### src/rtl/ddr_line_prefetch.sv
// ddr_line_prefetch: bursts one scanline of DDR reads into a word FIFO and serves 16-bit pixels on demand
module ddr_line_prefetch #(
  parameter int DEPTH_LOG2  = 4,
  parameter int BURST_WORDS = 2,
  parameter int LINE_WORDS  = 320,
  parameter int ADDR_W      = 24
) (
  input  logic              clk133_p,
  input  logic              rst,
  input  logic              lineStart,
  input  logic [ADDR_W-1:0] lineBase,
  output logic              rdReq,
  output logic [ADDR_W-1:0] rdAddr,
  input  logic              rdAck,
  input  logic              rdValid,
  input  logic [31:0]       rdData,
  input  logic              pixRd,
  output logic [15:0]       pixData,
  output logic              pixEmpty,
  output logic              lineDone,
  output logic              underflow,
  output logic              overflow
);
  localparam int DEPTH = 1 << DEPTH_LOG2;
  localparam int CW    = DEPTH_LOG2 + 1;
  localparam int WCW   = $clog2(LINE_WORDS + BURST_WORDS + 1);
  localparam int RCW   = $clog2(BURST_WORDS + 2);
  typedef enum logic [1:0] {IDLE, REQ, WAIT, DRAIN} state_t;
  state_t                state_q, state_d;
  logic [ADDR_W-1:0]     addr_q, addr_d;
  logic [WCW-1:0]        word_cnt_q, word_cnt_d;
  logic [RCW-1:0]        rx_cnt_q, rx_cnt_d, rx_inc;
  logic [DEPTH_LOG2-1:0] wr_ptr_q, wr_ptr_d, rd_ptr_q, rd_ptr_d;
  logic [CW-1:0]         count_q, count_d;
  logic                  half_q, half_d, underflow_q, underflow_d, overflow_q, overflow_d;
  logic [31:0]           mem_q [DEPTH];
  logic [31:0]           head;
  logic                  empty, full, ack, pop, word_pop, push, flush;
  assign empty     = count_q == '0;
  assign full      = count_q == CW'(DEPTH);
  assign rdReq     = state_q == REQ && count_q <= CW'(DEPTH - BURST_WORDS);
  assign ack       = rdReq && rdAck;
  assign pop       = pixRd && !empty;
  assign word_pop  = pop && half_q;
  assign push      = state_q == WAIT && rdValid && (!full || word_pop);
  assign rx_inc    = rx_cnt_q + RCW'(rdValid);
  assign head      = mem_q[rd_ptr_q];
  assign pixData   = empty ? '0 : (half_q ? head[31:16] : head[15:0]);
  assign pixEmpty  = empty;
  assign lineDone  = state_q == IDLE;
  assign rdAddr    = addr_q;
  assign underflow = underflow_q;
  assign overflow  = overflow_q;
  // Request sequencing: one burst in flight, aborts drain the remainder before restarting
  always_comb begin
    state_d    = state_q;
    addr_d     = addr_q;
    word_cnt_d = word_cnt_q;
    rx_cnt_d   = rx_cnt_q;
    flush      = 1'b0;
    case (state_q)
      IDLE: if (lineStart) begin
        state_d = REQ;
        flush   = 1'b1;
      end
      REQ: if (ack) begin
        state_d  = lineStart ? DRAIN : WAIT;
        rx_cnt_d = '0;
      end else if (lineStart) flush = 1'b1;
      WAIT: begin
        if (rdValid) rx_cnt_d = rx_inc;
        if (lineStart) state_d = DRAIN;
        else if (rdValid && rx_inc == RCW'(BURST_WORDS)) begin
          addr_d     = addr_q + ADDR_W'(BURST_WORDS);
          word_cnt_d = word_cnt_q + WCW'(BURST_WORDS);
          state_d    = word_cnt_d == WCW'(LINE_WORDS) ? IDLE : REQ;
        end
      end
      default: if (rx_inc >= RCW'(BURST_WORDS)) begin
        state_d = REQ;
        flush   = 1'b1;
      end else rx_cnt_d = rx_inc;
    endcase
    if (lineStart) begin
      addr_d     = lineBase;
      word_cnt_d = '0;
    end
  end
  // FIFO pointers, pixel half-select and sticky error flags
  always_comb begin
    underflow_d = lineStart ? 1'b0 : underflow_q | (pixRd && empty);
    overflow_d  = lineStart ? 1'b0 : overflow_q | (rdValid && full && !word_pop);
    wr_ptr_d    = flush ? '0 : wr_ptr_q + DEPTH_LOG2'(push);
    rd_ptr_d    = flush ? '0 : rd_ptr_q + DEPTH_LOG2'(word_pop);
    count_d     = flush ? '0 : count_q + CW'(push) - CW'(word_pop);
    half_d      = flush ? 1'b0 : half_q ^ pop;
  end
  // State registers with asynchronous active-low reset
  always_ff @(posedge clk133_p or negedge rst) begin
    if (!rst) begin
      state_q     <= IDLE;
      addr_q      <= '0;
      word_cnt_q  <= '0;
      rx_cnt_q    <= '0;
      wr_ptr_q    <= '0;
      rd_ptr_q    <= '0;
      count_q     <= '0;
      half_q      <= 1'b0;
      underflow_q <= 1'b0;
      overflow_q  <= 1'b0;
    end else begin
      state_q     <= state_d;
      addr_q      <= addr_d;
      word_cnt_q  <= word_cnt_d;
      rx_cnt_q    <= rx_cnt_d;
      wr_ptr_q    <= wr_ptr_d;
      rd_ptr_q    <= rd_ptr_d;
      count_q     <= count_d;
      half_q      <= half_d;
      underflow_q <= underflow_d;
      overflow_q  <= overflow_d;
    end
  end
  // FIFO storage, contents need no reset since count gates visibility
  always_ff @(posedge clk133_p) begin
    if (push) mem_q[wr_ptr_q] <= rdData;
  end
endmodule

### config.mk
export PLATFORM = sky130hd
export DESIGN_NAME = ddr_line_prefetch
export DESIGN_NICKNAME = d
export VERILOG_FILES = /design/src/rtl/ddr_line_prefetch.sv
export SDC_FILE = /design/constraint.sdc
export NUM_CORES = 1
export LEC_CHECK = 0
export CAP_MARGIN = 20
export CORE_MARGIN = 4
export CORE_UTILIZATION = 60
export DETAILED_ROUTE_END_ITERATION = 12
export HOLD_SLACK_MARGIN = 0.02
export PLACE_DENSITY_LB_ADDON = 0.12
export SETUP_SLACK_MARGIN = 0.02
export SLEW_MARGIN = 10
export SYNTH_ARGS = -nofsm -noshare
export SYNTH_HDL_FRONTEND = slang
export SYNTH_SLANG_ARGS = --single-unit
### constraint.sdc
create_clock -name clk133_p -period 8.63 [get_ports clk133_p]
set_input_delay 1.2945 -clock clk133_p [delete_from_list [all_inputs] [get_ports clk133_p]]
set_output_delay 1.2945 -clock clk133_p [all_outputs]
set_load 0.02 [all_outputs]
-- Word-level counts from Yosys, hierarchy flattened
Memories as Yosys holds them, arrays and structs flattened.
Cells that the tools add are included.
- bits in registers: 53
- bits in writable memories: 512
- input bits: 62
- output and inout port bits: 45
- word-level logic and storage cells: 88
- memories kept: 1
- add/subtract/negate cells: 7
- magnitude comparators: 2
- equality and inequality tests: 10
- mux-type cells: 32
- bitwise logic cells: 4
- reduce and logical (&&, ||, !) cells: 22
- memory list (memory ; words ; bits a word ; read ports ; clocked after Yosys merged registers in ; write ports ; line ; text):
    mem_q ; 16 ; 32 ; 1 ; 0 ; 1 ; 36 ; logic [31:0] mem_q [DEPTH];
- operators with widths (operator ; number):
    two-way mux 24 bit ; 3
    two-way mux 16 bit ; 2
    two-way mux 9 bit ; 3
    adder 24 x 2 -> 24 bit (second input constant) ; 1
    two-way mux 2 bit ; 8
    one-hot mux 2 bit (3 select lines) ; 2
    logical AND 1 bit ; 10
    two-way mux 1 bit ; 10
    adder 9 x 2 -> 9 bit (second input constant) ; 1
    == test 9 bit (second input constant) ; 1
    adder 4 x 1 -> 4 bit ; 2
    two-way mux 4 bit ; 2
    AND reduction 4 bit ; 2
    inequality test 2 bit (second input constant) ; 3
    adder 5 x 1 -> 5 bit ; 1
    == test 5 bit (second input constant) ; 1
    <= comparator 5 x 4 -> 1 bit (second input constant) ; 1
    logical NOT 5 bit ; 1
    two-way mux 5 bit ; 1
    subtractor 5 x 1 -> 5 bit ; 1
    == test 2 bit (second input constant) ; 2
    nonzero test 2 bit ; 2
    nonzero test 4 bit ; 1
    logical NOT 1 bit ; 3
    other kinds (12) ; 13

-- Longest topological paths before layout
- depth in word-level cells: 9
- mapped depth: 18
- gate-level depth less buffers: 17

-- Worst setup path after synthesis
OpenSTA, ideal clock, no wires.
- path kind: input port to flip-flop
- start: input pixRd
- end: memory mem_q[0][0], enable pin
- setup time: 0.461 ns
- arrival: 4.544 ns
- data required time: 8.169 ns
- slack: 3.625 ns
- stages: 6
- path buffers: 0
- cell sequence: nor2b_1 -> ha_1 -> nor3_1 -> or2_2 -> or3_1 -> nor3_1
- word-level cells in the longest chain between the ends: 6
- RTL lines (element ; line ; text):
    start, declared ; 17 ; input logic pixRd,
    logical AND 1 bit ; 43 ; assign pop = pixRd && !empty;
    logical AND 1 bit ; 44 ; assign word_pop = pop && half_q;
    logical OR 1 bit ; 45 ; assign push = state_q == WAIT && rdValid && (!full || word_pop);
    logical AND 1 bit ; 45 ;
    two-way mux 1 bit ; 126 ; if (push) mem_q[wr_ptr_q] <= rdData;
    two-way mux 1 bit (not written as such) ; 126 ;
    end, declared ; 36 ;
Every way passes these cells.

-- Final worst setup path
- start: register rd_ptr_q[1]
- end: output pixData[1]
- word-level cells in the longest chain between the ends: 3
- RTL lines (element ; line ; text):
    start, declared ; 33 ; logic [DEPTH_LOG2-1:0] wr_ptr_q, wr_ptr_d, rd_ptr_q, rd_ptr_d;
    start signal, assigned ; 117 ; rd_ptr_q <= rd_ptr_d;
    memory read (16 x 32 bit) ; n/a ;
    two-way mux 16 bit (2 in a row) ; 48 ; assign pixData = empty ? '0 : (half_q ? head[31:16] : head[15:0]);
    end, declared ; 18 ; output logic [15:0] pixData,
Every way passes these cells.

==> run_results.csv <==
group,metric,value,unit
outcome,status,"completed",
drt,wl_met1,20000,µm
place,gp_congestion,0.743,
sta,worst_slack,3.10,ns
cts,cts_setup_buffers,0,
sta,maxSlewViolCount,0,
sta,rsz0062_at_grt,"no",
drt,wl_per_cell,26.4,µm
pwr,clkPwrFrac,0.315,
sta,hold_viol_final,0,
sta,min_period,5.53,ns
drt,drt_first_pass_iters,5,
critical_path,rr_endpoint,"count_q[4]",
hold_path,min_from,"rx_cnt_q[0]",
critical_path,cp_max_fo,51,
sta,tightestPinTransition,1.12,ns
floorplanning,die_x,202,µm
pwr,p_comb_frac,0.239,
synth,synthTopCellsByArea,"edfxtp_1, mux4_2, dfrtp_1, mux2i_1, ha_1",
critical_path,worstPathArrival,4.24,ns
hold_path,min_delay_path_depth,1,
sta,setup_tns,0,ns
grt,antenna_found_initial,1,
pwr,p_sw_frac,0.273,
sta,max_freq,181,MHz
drt,top_layer,"met5",
drt,drc,0,
synth,synth_seq_cells,564,
sta,setup_viol,0,
grt,grt_start_max_net_pins,82,
sta,fin_hold_ws,0.498,ns
hold_path,min_path_type,"reg2reg",
synth,syn_inst,1141,
drt,ant_nets,0,
final_layout,synthToLayoutAreaGrowth,15.0,%
critical_path,start_kind,"register",
final_layout,utilization,0.706,
synth,synth_edf_count,512,
place,place_area,0.0243,mm²
cts,cts_made_buffers,56,
place,io_buffers,106,
cts,htreeDepth,2,
synth,synth_warnings,0,
grt,grtUsageTotal,0.238,
synth,synthFlopType,"edfxtp_1",
drt,wl_met3,3530,µm
floorplanning,fp.coreArea,0.0369,mm²
cts,cts_tree,"yes",
cts,clock_path_buffers,3,
flow_run,max_cap_violations,0,
sta,skew,0.0180,ns
sta,fin_crit_sh,0.641,
drt,viasPerCell,6.31,
pwr,p_sw,1.92,mW
critical_path,r2r_slack,5.10,ns
synth,synth.distinct_cells,53,
pwr,p_seq_frac,0.446,
final_layout,instances_no_fill,1821,
pwr,ir_worst_vdd,0.267,mV
synth,syn_area_per_cell,19.8,µm²
pwr,design_power_total,7.03,mW
drt,drtIter0Drc,1193,
grt,grt_pass1_wl,72900,µm
final_layout,multi_input_area,0.00570,mm²
final_layout,drive_above_1_share,0.207,
place,hpwl,25500,µm
synth,postSynthNetCount,1225,
critical_path,endpoint_kind,"output port",
floorplanning,num_rows,70,
pwr,p_leak,8.30,nW
synth,ys_seq_area_frac,0.737,
synth,synth.most_common_cell,"edfxtp_1",
final_layout,fin_area,0.0260,mm²
synth,synthTopCellsByCount,"edfxtp_1, mux4_2, dfrtp_1, nand2_1, nor2_1",
place,dpl.cell_count,1723,
floorplanning,die_h,202,µm
cts,clk_pin_slew,0.06,ns
floorplanning,die-area,0.0409,mm²
final_layout,regArea,0.0167,mm²
drt,vias,11500,
grt,grt_overflow,0,
critical_path,worstPathRequired,7.34,ns
synth,synthArstFlopShare,0.0922,
floorplanning,start_util,0.614,
cts,clk_latency,0.61,ns
sta,slew_headroom,0.249,
pwr,internal_power,5.11,mW
critical_path,regToRegStartpoint,"count_q[2]",
synth,synth_top_area_frac,0.680,
critical_path,worstSetupPathType,"reg2out",
cts,cts_hold_buffers,0,
synth,synth_area_leader_cell,"edfxtp_1",
final_layout,num-fill-cells,2284,
synth,synth_area,0.0226,mm²
drt,wl,48100,µm
cts,cts-root-buf,"clkbuf_16",
final_layout,nets,1362,
cts,clkSinkCount,564,
floorplanning,ios,107,
hold_path,whs_endpoint,"rx_cnt_q[0]",
place,dp_slack,3.62,ns
pwr,power.density,270,mW/mm²
drt,met2_length,23700,µm
grt,grt_pass1_vias,11500,
cts,cts_resized,0,
critical_path,r2r_cells,17,
cells by family after synthesis:
family	share of synthesized area
AOI/OAI and AO/OA	0.0272
buffers and inverters	0.0159
and+or+nand+nor	0.0394
muxes	0.152
adders and majority gates	0.0125
xor gates and xnor gates	0.0162
DFF	0.737
power by group through the flow:
stage               combinational, mW  sequential (mW)  clock [mW]
finish                           1.68             3.14        2.22
floorplan                        1.19             3.15           0
global route                     1.80             3.15        2.37
detailed placement               1.64             3.23           0
CTS                              1.64             3.18        2.25
global placement                 1.62             3.23           0
worst max-delay path, stage by stage (launching register included):
cell and delay, ns:
dfrtp_4 0.95, buf_4 0.71, mux4_2 0.34, mux2i_1 0.08, a221o_1 0.42, a31oi_1 0.38
clkdlybuf4s50_1 0.70
placed cells by master, fill, tap and decap left out, types with 4 or more instances in the layout:
cell	synthesis	layout
a21oi_1	8	8
a221o_1	16	16
a22oi_1	14	14
a31oi_1	15	15
and2_1	11	11
and3_1	7	7
buf_4	5	29
clkbuf_1	23	18
clkbuf_16	0	57
clkdlybuf4s50_1	0	104
clkinv_1	0	11
dfrtp_1	52	49
edfxtp_1	512	512
ha_1	21	21
inv_1	11	11
mux2_2	16	16
mux2i_1	37	37
mux4_2	128	128
nand2_1	50	50
nand3_1	15	15
nand4_1	14	14
nor2_1	43	30
nor2_4	0	12
nor2b_1	7	7
nor3_1	9	5
nor3_2	2	6
o21ai_0	21	21
o21ai_1	4	4
xnor2_1	14	14
xor2_1	26	26
routing by layer:
| layer | track usage | up-vias |
|---|---|---|
| li1 | - | 4919 |
| met1 | 0.348 | 6073 |
| met2 | 0.383 | 436 |
| met3 | 0.0443 | 60 |
| met4 | 0.0580 | 2 |
| met5 | 0 | - |
how the worst max path moves through the flow:
stage / endpoint / cells after the start / slack (ns) / start
6_report: pixData[1] / 6 / 3.10 / rd_ptr_q[1]
3_3_place_gp: pixData[1] / 6 / 3.63 / rd_ptr_q[0]
3_5_place_dp: pixData[1] / 6 / 3.62 / rd_ptr_q[0]
5_1_grt: pixData[1] / 6 / 3.04 / rd_ptr_q[1]
2_1_floorplan: mem_q[0][0] / 6 / 3.62 / pixRd
4_1_cts: pixData[1] / 6 / 2.97 / rd_ptr_q[0]
sequential cells by signal (all words and copies together) (netlist names), 2 cells and up:
| signal | count |
|---|---|
| wr_ptr_q | 4 |
| mem_q | 512 |
| state_q | 2 |
| rx_cnt_q | 2 |
| rdAddr | 24 |
| count_q | 5 |
| word_cnt_q | 8 |
| rd_ptr_q | 4 |
area by class of cell:
cell class,count,area share
tap,504,0.0242
clock inverter,20,0.00534
sequential,564,0.641
antenna,1,0.0000962
multi-input combinational,508,0.219
clock buffer,76,0.0579
inverter,11,0.00159
timing repair buffer,137,0.0506
(Power assumes the default switching activity.)
==> RTL edit: new RTL, same settings <==
One comparison of `count_q` changes from == to >=.
--- a/src/rtl/ddr_line_prefetch.sv
+++ b/src/rtl/ddr_line_prefetch.sv
@@ -39,3 +39,3 @@
   assign empty     = count_q == '0;
-  assign full      = count_q == CW'(DEPTH);
+  assign full      = count_q >= CW'(DEPTH);
   assign rdReq     = state_q == REQ && count_q <= CW'(DEPTH - BURST_WORDS);
Function: no difference found for any inputs over 4 cycles, from zero or initial values and one cycle with rst low; that may be too few to reach the edited logic, so the function may still have changed.
==> RTL edit against the unedited design <==
  * Critical path depth grew 1
  * Wire length up 3.9%
  * Cell area grew 0.48%
  * Sequential cell count unchanged
  * Register-to-register slack worse by 190 ps
  * Die area down 0.16%
  * Area after synthesis fell by 0.17%
  * Global-route usage grew 1.0 points
  * Setup slack improved by 200 ps
  * Fmax is 3.8% higher
  * Via count rose by 1.3%
  * Total power grew 4.8%
  * Critical endpoint is now pixData[14]
  * Largest power group unchanged
  * Highest routed layer unchanged
==> RTL edit: results (changes against the unedited design) <==
[min_path]
worstHoldEndpoint = underflow$_DFF_PN0_  ; was rx_cnt_q[0]$_DFFE_PN0P_
hold_start = underflow$_DFF_PN0_  ; was rx_cnt_q[0]$_DFFE_PN0P_
hold_depth = 2  ; was 1

[layout]
finish.net_count = 1355  ; was 1362
num-fill-cells = 2236  ; was 2284
antenna_cells = 0  ; was 1
largest_register = mem_q  ; unchanged
drive_gt1_share_pct = 21.9  ; was 20.7%

[pwr]
p_sw_share_pct = 27.8  ; was 27.3%
vdd_drop_max_mv = 0.217  ; was 0.267 mV
p_leak_nw = 8.45  ; was 8.30 nW

[critical_path]
crit_path_end = pixData[14]  ; was pixData[1]
path_max_fanout = 62  ; was 51
worstSetupStartpoint = rd_ptr_q[1]$_DFF_PN0_  ; unchanged
max_stage_delay_ps = 970  ; was 950 ps
arrival_ps = 4040  ; was 4240 ps
r2r-end = mem_q[15][24]$_DFFE_PP_  ; was count_q[4]$_DFF_PN0_
critical_path.slowest_cell = dfrtp_4  ; unchanged
reg2reg_slack_ps = 4910  ; was 5100 ps
r2r_cells = 11  ; was 17

[grt]
grt_pass1_wl_um = 75600  ; was 72900 um
grt_pass1_vias = 11721  ; was 11518
track_usage_pct = 24.8  ; was 23.8%
grt_max_degree = 81  ; was 82
antenna_found_initial = 2  ; was 1

[routing]
routed_wl_um = 50000  ; was 48100 um
vias_per_cell = 6.40  ; was 6.31
drtIter0Drc = 1182  ; was 1193

[yosys]
ys_seq_area_share_pct = 73.8  ; was 73.7%
synthTopCellsByCount = edfxtp_1, mux4_2, dfrtp_1, nand2_1, nor2_1  ; unchanged
synth_nets = 1220  ; was 1225
synth.top_cell.area_share_pct = 68.1  ; was 68.0%
async_reset_ff_share_pct = 9.22  ; unchanged
ys_top_cells_by_area = edfxtp_1, mux4_2, dfrtp_1, a22oi_1, ha_1  ; was edfxtp_1, mux4_2, dfrtp_1, mux2i_1, ha_1
synth_cell_types = 57  ; was 53
syn_inst = 1138  ; was 1141

[clock_network]
numCtsBuffers = 54  ; was 56
htree_levels = 2  ; unchanged
cts-root-buf = clkbuf_16  ; unchanged
cts_buffer_depth = 3  ; unchanged

[run_status]
status = finished, final reports clean  ; unchanged

[placed_design]
gp_congestion = 0.776  ; was 0.743
dp_hpwl_um = 26300  ; was 25500 um
placed_area_um2 = 24300  ; about the same

[sta]
worst_pin_slew_ps = 1170  ; was 1120 ps
skew_ps = 10.7  ; was 18.0 ps

## RTL edit: changes by cell type in the layout (fill, tap and decap cells not counted), moves of 9 or more
cell	change
a211o_1	+15
a221o_1	-16
a22oi_1	+19
clkbuf_1	-12
mux2_2	-14
mux2i_1	-18
nor3_2	+9
o21ai_0	-20
o21ai_1	+22
o22ai_1	+15
xnor2_1	+11
xor2_1	-12
## RTL edit: cell type report
type                    instances  share of cell area [%]
clock buffers                  60                    5.25
flip-flops and latches        564                    63.8
well taps                     504                    2.41
clock inverters                38                    1.65
repair buffers                137                    5.11
inverters                      17                   0.244
multi-input cells             499                    21.5
## RTL edit: cells by family (layout without fill, tap and decap cells)
| logic type | after synthesis | in the layout | synth area share, % |
|---|---|---|---|
| mux | 149 | 149 | 13.7 |
| simple gates | 162 | 162 | 4.07 |
| compound gates | 127 | 127 | 3.83 |
| flops | 564 | 564 | 73.8 |
| fa+ha+maj | 20 | 20 | 1.14 |
| buf+inv | 75 | 252 | 1.76 |
| xor+xnor | 41 | 41 | 1.66 |
## RTL edit: power by group through the flow
stage	Clock [mW]	Combinational, mW	Sequential, mW
floorplan	0	1.29	3.15
finish	2.40	1.83	3.15
CTS	2.43	1.78	3.19
global placement	0	1.74	3.25
global route	2.55	1.96	3.16
detailed placement	0	1.75	3.25
## RTL edit: through the flow
step / cells / util [%] / hold slack, ps / worst slack, ps
after global placement: 1718 / 65.9 / 475 / 3560
final: 1819 / 70.9 / 492 / 3300
after CTS: 1816 / 70.7 / 499 / 2850
after detailed placement: 1718 / 65.9 / 481 / 3560
after floorplan: 1138 / - / 452 / 2840
after global routing: 1819 / 70.9 / 536 / 3150
## RTL edit: layer usage
| metal | vias up | track usage [%] | share of wire (%) |
|---|---|---|---|
| li1 | 4923 | - | - |
| met3 | 67 | 4.49 | 8.7 |
| met4 | 4 | 5.66 | 1.5 |
| met1 | 6081 | 37.9 | 42 |
| met2 | 569 | 38.4 | 48 |
| met5 | - | 0 | 0.054 |
## RTL edit: worst reg2reg max path, cell delays in order (launching register included)
cell	delay [ps]
dfrtp_1	370
inv_1	80
ha_1	210
nor4b_4	150
buf_4	260
nor2b_1	210
ha_1	300
o21ai_1	270
inv_1	150
nand3_1	310
nor2_4	500
buf_4	530
